--- src/rtl/iiitb_lifo_master.sv ---
// Initiator for the iiitb_lifo stack: turns push/pop/drain commands into EN/RW cycles guarded by FULL/EMPTY.
// Optional drain command (op 10) is built only when LIFO_MASTER_DRAIN_EN is defined; otherwise it is refused.
module iiitb_lifo_master #(
   parameter int DW    = 4,
   parameter int DEPTH = 4
) (
   input  logic          clk,
   input  logic          Rst,
   input  logic          cmd_valid,
   output logic          cmd_ready,
   input  logic [1:0]    cmd_op,
   input  logic [DW-1:0] cmd_data,
   output logic          rsp_valid,
   input  logic          rsp_ready,
   output logic [DW-1:0] rsp_data,
   output logic          rsp_err,
   output logic          rsp_last,
   output logic          lifo_en_o,
   output logic          lifo_rw_o,
   output logic [DW-1:0] lifo_data_o,
   input  logic [DW-1:0] lifo_data_i,
   input  logic          lifo_empty_i,
   input  logic          lifo_full_i,
   output logic [2:0]    depth_o
);

   typedef enum logic [2:0] {RESET, INIT, IDLE, PUSH, POP, CAP, RSP} state_t;

   state_t        state;
   state_t        state_next;
   logic [DW-1:0] data_q;
   logic          accept;
   logic          cmd_err;
   logic          drain_q;

   assign accept = cmd_valid && cmd_ready;

`ifdef LIFO_MASTER_DRAIN_EN
   // Remembers whether the command in flight is a drain, so RSP knows to loop back to POP.
   always_ff @(posedge clk) begin
      if (Rst) begin
         drain_q <= 1'b0;
      end else if (accept) begin
         drain_q <= (cmd_op == 2'b10);
      end
   end
`else
   assign drain_q = 1'b0;
`endif

   always_comb begin
      state_next  = state;
      lifo_en_o   = 1'b0;
      lifo_rw_o   = 1'b1;
      lifo_data_o = '0;
      cmd_err     = 1'b0;
      case (state)
         RESET: begin
            lifo_en_o  = 1'b1;
            state_next = INIT;
         end
         INIT: begin
            // Pop on an empty stack is harmless and gives FULL a defined value.
            lifo_en_o  = 1'b1;
            state_next = IDLE;
         end
         IDLE: begin
            if (accept) begin
               case (cmd_op)
                  2'b00: begin
                     cmd_err    = lifo_full_i;
                     state_next = lifo_full_i ? RSP : PUSH;
                  end
                  2'b01: begin
                     cmd_err    = lifo_empty_i;
                     state_next = lifo_empty_i ? RSP : POP;
                  end
`ifdef LIFO_MASTER_DRAIN_EN
                  2'b10: begin
                     cmd_err    = lifo_empty_i;
                     state_next = lifo_empty_i ? RSP : POP;
                  end
`endif
                  default: begin
                     cmd_err    = 1'b1;
                     state_next = RSP;
                  end
               endcase
            end
         end
         PUSH: begin
            lifo_en_o   = 1'b1;
            lifo_rw_o   = 1'b0;
            lifo_data_o = data_q;
            state_next  = RSP;
         end
         POP: begin
            lifo_en_o  = 1'b1;
            state_next = CAP;
         end
         CAP: begin
            state_next = RSP;
         end
         RSP: begin
            if (rsp_ready) begin
               state_next = (drain_q && !rsp_last) ? POP : IDLE;
            end
         end
         default: begin
            state_next = RESET;
         end
      endcase
      // Reset must clear the stack on the very edge it is sampled, whatever state we are in.
      if (Rst) begin
         lifo_en_o   = 1'b1;
         lifo_rw_o   = 1'b1;
         lifo_data_o = '0;
      end
   end

   // State register plus all registered outputs; response fields only change on the way into RSP.
   always_ff @(posedge clk) begin
      if (Rst) begin
         state     <= RESET;
         cmd_ready <= 1'b0;
         rsp_valid <= 1'b0;
         rsp_data  <= '0;
         rsp_err   <= 1'b0;
         rsp_last  <= 1'b0;
         depth_o   <= 3'd0;
         data_q    <= '0;
      end else begin
         state     <= state_next;
         cmd_ready <= (state_next == IDLE);
         rsp_valid <= (state_next == RSP);
         case (state)
            IDLE: begin
               if (accept) begin
                  data_q   <= cmd_data;
                  rsp_data <= '0;
                  rsp_err  <= cmd_err;
                  rsp_last <= 1'b1;
               end
            end
            PUSH: begin
               if (depth_o != 3'(DEPTH)) begin
                  depth_o <= depth_o + 3'd1;
               end
               rsp_data <= '0;
               rsp_err  <= 1'b0;
               rsp_last <= 1'b1;
            end
            POP: begin
               if (depth_o != 3'd0) begin
                  depth_o <= depth_o - 3'd1;
               end
            end
            CAP: begin
               rsp_data <= lifo_data_i;
               rsp_err  <= 1'b0;
               rsp_last <= drain_q ? lifo_empty_i : 1'b1;
            end
            default: begin
            end
         endcase
      end
   end

endmodule

--- config.mk ---
export PLATFORM = sky130hd
export DESIGN_NAME = iiitb_lifo_master
export DESIGN_NICKNAME = d
export VERILOG_FILES = /design/src/rtl/iiitb_lifo_master.sv
export SDC_FILE = /design/constraint.sdc
export NUM_CORES = 1
export LEC_CHECK = 0
export CORE_MARGIN = 2
export CORE_UTILIZATION = 25
export CTS_BUF_LIST = sky130_fd_sc_hd__clkbuf_8
export DETAILED_ROUTE_END_ITERATION = 7
export DONT_BUFFER_PORTS = 1
export GPL_TIMING_DRIVEN = 1
export PLACE_DENSITY = 0.43
export SYNTH_ARGS = -nofsm -noshare
export SYNTH_HDL_FRONTEND = slang
export SYNTH_SLANG_ARGS = --single-unit
--- constraint.sdc ---
create_clock -name clk -period 1.6 [get_ports clk]
set_input_delay 0.4 -clock clk [delete_from_list [all_inputs] [get_ports clk]]
set_output_delay 0.4 -clock clk [all_outputs]
set_load 0.02 [all_outputs]
==> out/metrics.cfg <==
[timing]
finalHoldViolCount = 0
worst_hold_slack_ps = 205
setup_viol = 5
fin_ws_ps = -63.5
skew_ps = 9.41
post-route-period-util_pct = 104
min_period_ps = 1660
drv_slew = 0
fmax_mhz = 601
rsz0062_at_grt = yes
worstMarginPinSlew_ps = 374
maxSlewHeadroom_pct = 74.7

[logic_synthesis]
yosys.cell_types.count = 43
synthCells = 104
synth.avg_cell_area_um2 = 9.06
synth_enable_flop_cells = 0
ys_seq_area_share_pct = 38.2
synth-main-ff-cell = dfxtp_1
yosysWarnings = 0
synth_area_um2 = 942
async_flop_share_pct = 0
synth_fp_nets = 121
ys_ff_latch = 18

[floorplanning]
io-pin-count = 33
die_y_um = 65.4
dieArea_um2 = 4280
initial_core_util_pct = 25.9
die_x_um = 65.4
core_um2 = 3630
fp-row-count = 22

[drt]
drt-vias-per-instance = 5.14
dr.pass1.iters = 4
wirelength_mm = 2.32
routed-via-count = 859
drt-initial-drc-count = 41
ant_nets = 0
drc = 0
routedWlPerCell_um = 13.9

[pwr]
power.density_nw_per_um2 = 878
p_leak_nw = 0.463
ir_drop_uv = 378

[critical_path]
cp.arrival_ps = 1790
required_ps = 1730
cp-end-kind = flip-flop
setup.worst_path.class = flip-flop to flip-flop
critPathLaunchType = flip-flop
crit_path_max_fanout = 2

[grt]
antenna_found_initial = 0
grt-ovfl-total = 0
grt_usage_pct = 11.7
grt_max_degree = 17
grt_first_pass_wirelength_mm = 3.86
grt_pass1_vias = 837

[job]
drv_cap = 0

[final_layout]
area_growth_pct = 31.6
drive_gt1_share_pct = 34.5
final_nets = 137
final_area_um2 = 1240
antenna_cells = 0

[clock_tree]
clk_latency_ps = 250
cts_tree = yes
cts.root.buffer_cell = clkbuf_8
numCtsBuffers = 3
clk_path_buf_depth = 2
clk_pin_slew_ps = 80
htree_num_levels = 1
cts_sinks = 18

[place]
pre_cts_ws_ps = -59.1
io_buffers = 0
dp_hpwl_mm = 1.69
dpl-instance-area_um2 = 1090
globalplace.congestion = 0.725

[outcome]
status = complete, but fails checks
failed_checks = negative setup slack

[min_path]
hold_class = primary input to flip-flop

[repair_timing]
action / CTS / global route
resized for setup: 17 / 6
endpoints found under the hold margin: 0 / 0
buffers inserted: 3 / 1
setup endpoints to repair: 8 / 8
hold buffers: 0 / 0
pin swaps: 9 / 6
[synthesized netlist by cell type (2+ instances only)]
master / n / area [µm²]
o21ai_0: 6 / 30.0
a22o_1: 4 / 35.0
a21oi_1: 6 / 30.0
buf_2: 2 / 10.0
a21boi_0: 2 / 15.0
nor2_1: 6 / 22.5
nor4b_1: 2 / 17.5
or3_1: 3 / 18.8
nand3_1: 5 / 25.0
nand2_1: 2 / 7.51
inv_1: 6 / 22.5
and2_1: 5 / 31.3
dfxtp_1: 18 / 360
a211oi_1: 4 / 30.0
clkbuf_1: 4 / 15.0
a211o_1: 2 / 17.5
[metrics by stage]
stage               TNS (ps)  power (mW)  std cells  util [%]
global route            -745        1.14        167      34.1
floorplan              -53.8       0.634        104         -
CTS                     -469        1.09        166      33.2
global placement       -26.8       0.682        159      29.9
detailed placement     -59.1       0.684        159      29.9
finish                  -306        1.09        167      34.1
[registers in the layout, summed over array words and instances (netlist names)]
| signal | count |
|---|---|
| rsp_data | 4 |
| rsp_err | 1 |
| rsp_valid | 1 |
| rsp_last | 1 |
| cmd_ready | 1 |
| state | 3 |
| data_q | 4 |
| depth_o | 3 |
[logic make-up after synthesis]
family          after synthesis  share of synthesized area, %
compound gates               34                          26.4
fa+ha+maj                     1                          2.12
buf+inv                      12                          5.05
flops                        18                          38.2
mux                           2                          2.79
simple gates                 37                          25.4
[layout by cell type (no fill, tap or decap), types with 5 or more instances in the layout]
master   Yosys  routed
dfxtp_1     18      15
buf_4        0      12
nor2_1       6       5
buf_6        0       5
nand3_1      5       5
o21ai_0      6       6
a21oi_1      6       6
[path summary, 6_finish.rpt]
path / startpoint / end / slack, ps / depth (start not counted)
max: state[0] / depth_o[1] / -60 / 5
min: Rst / depth_o[2] / 210 / 1
max reg2reg: state[0] / depth_o[1] / -60 / 5
min reg2reg: data_q[0] / data_q[0] / 470 / 2
[area by class of cell]
cell class | count | area, µm²
inverters | 6 | 22.5
multi-input cells | 74 | 592
clock buffers | 4 | 55.1
flip-flops and latches | 18 | 364
well taps | 48 | 60.1
fillers | 402 | 2390
repair buffers | 17 | 146
[report_power, final]
group	internal [mW]	switching (mW)	leakage, nW	total [mW]
logic	0.106	0.111	0.288	0.216
registers	0.469	0.0269	0.147	0.496
clock network	0.218	0.158	0.0288	0.377
[routing by layer]
layer | GRT usage, % | wire, µm | vias to the layer above
met1 | 13.6 | 990 | 411
li1 | - | - | 423
met5 | 0 | 0 | -
met2 | 20.4 | 1170 | 23
met4 | 3.13 | 16 | 0
met3 | 3.94 | 137 | 2
[worst max-delay path, stage by stage (launching register included)]
cell and delay [ps]:
dfxtp_2 330, or3b_4 400, fa_2 540, inv_2 40, a2111oi_4 170, a211oi_1 70
Power figures use the tool's default switching activity.
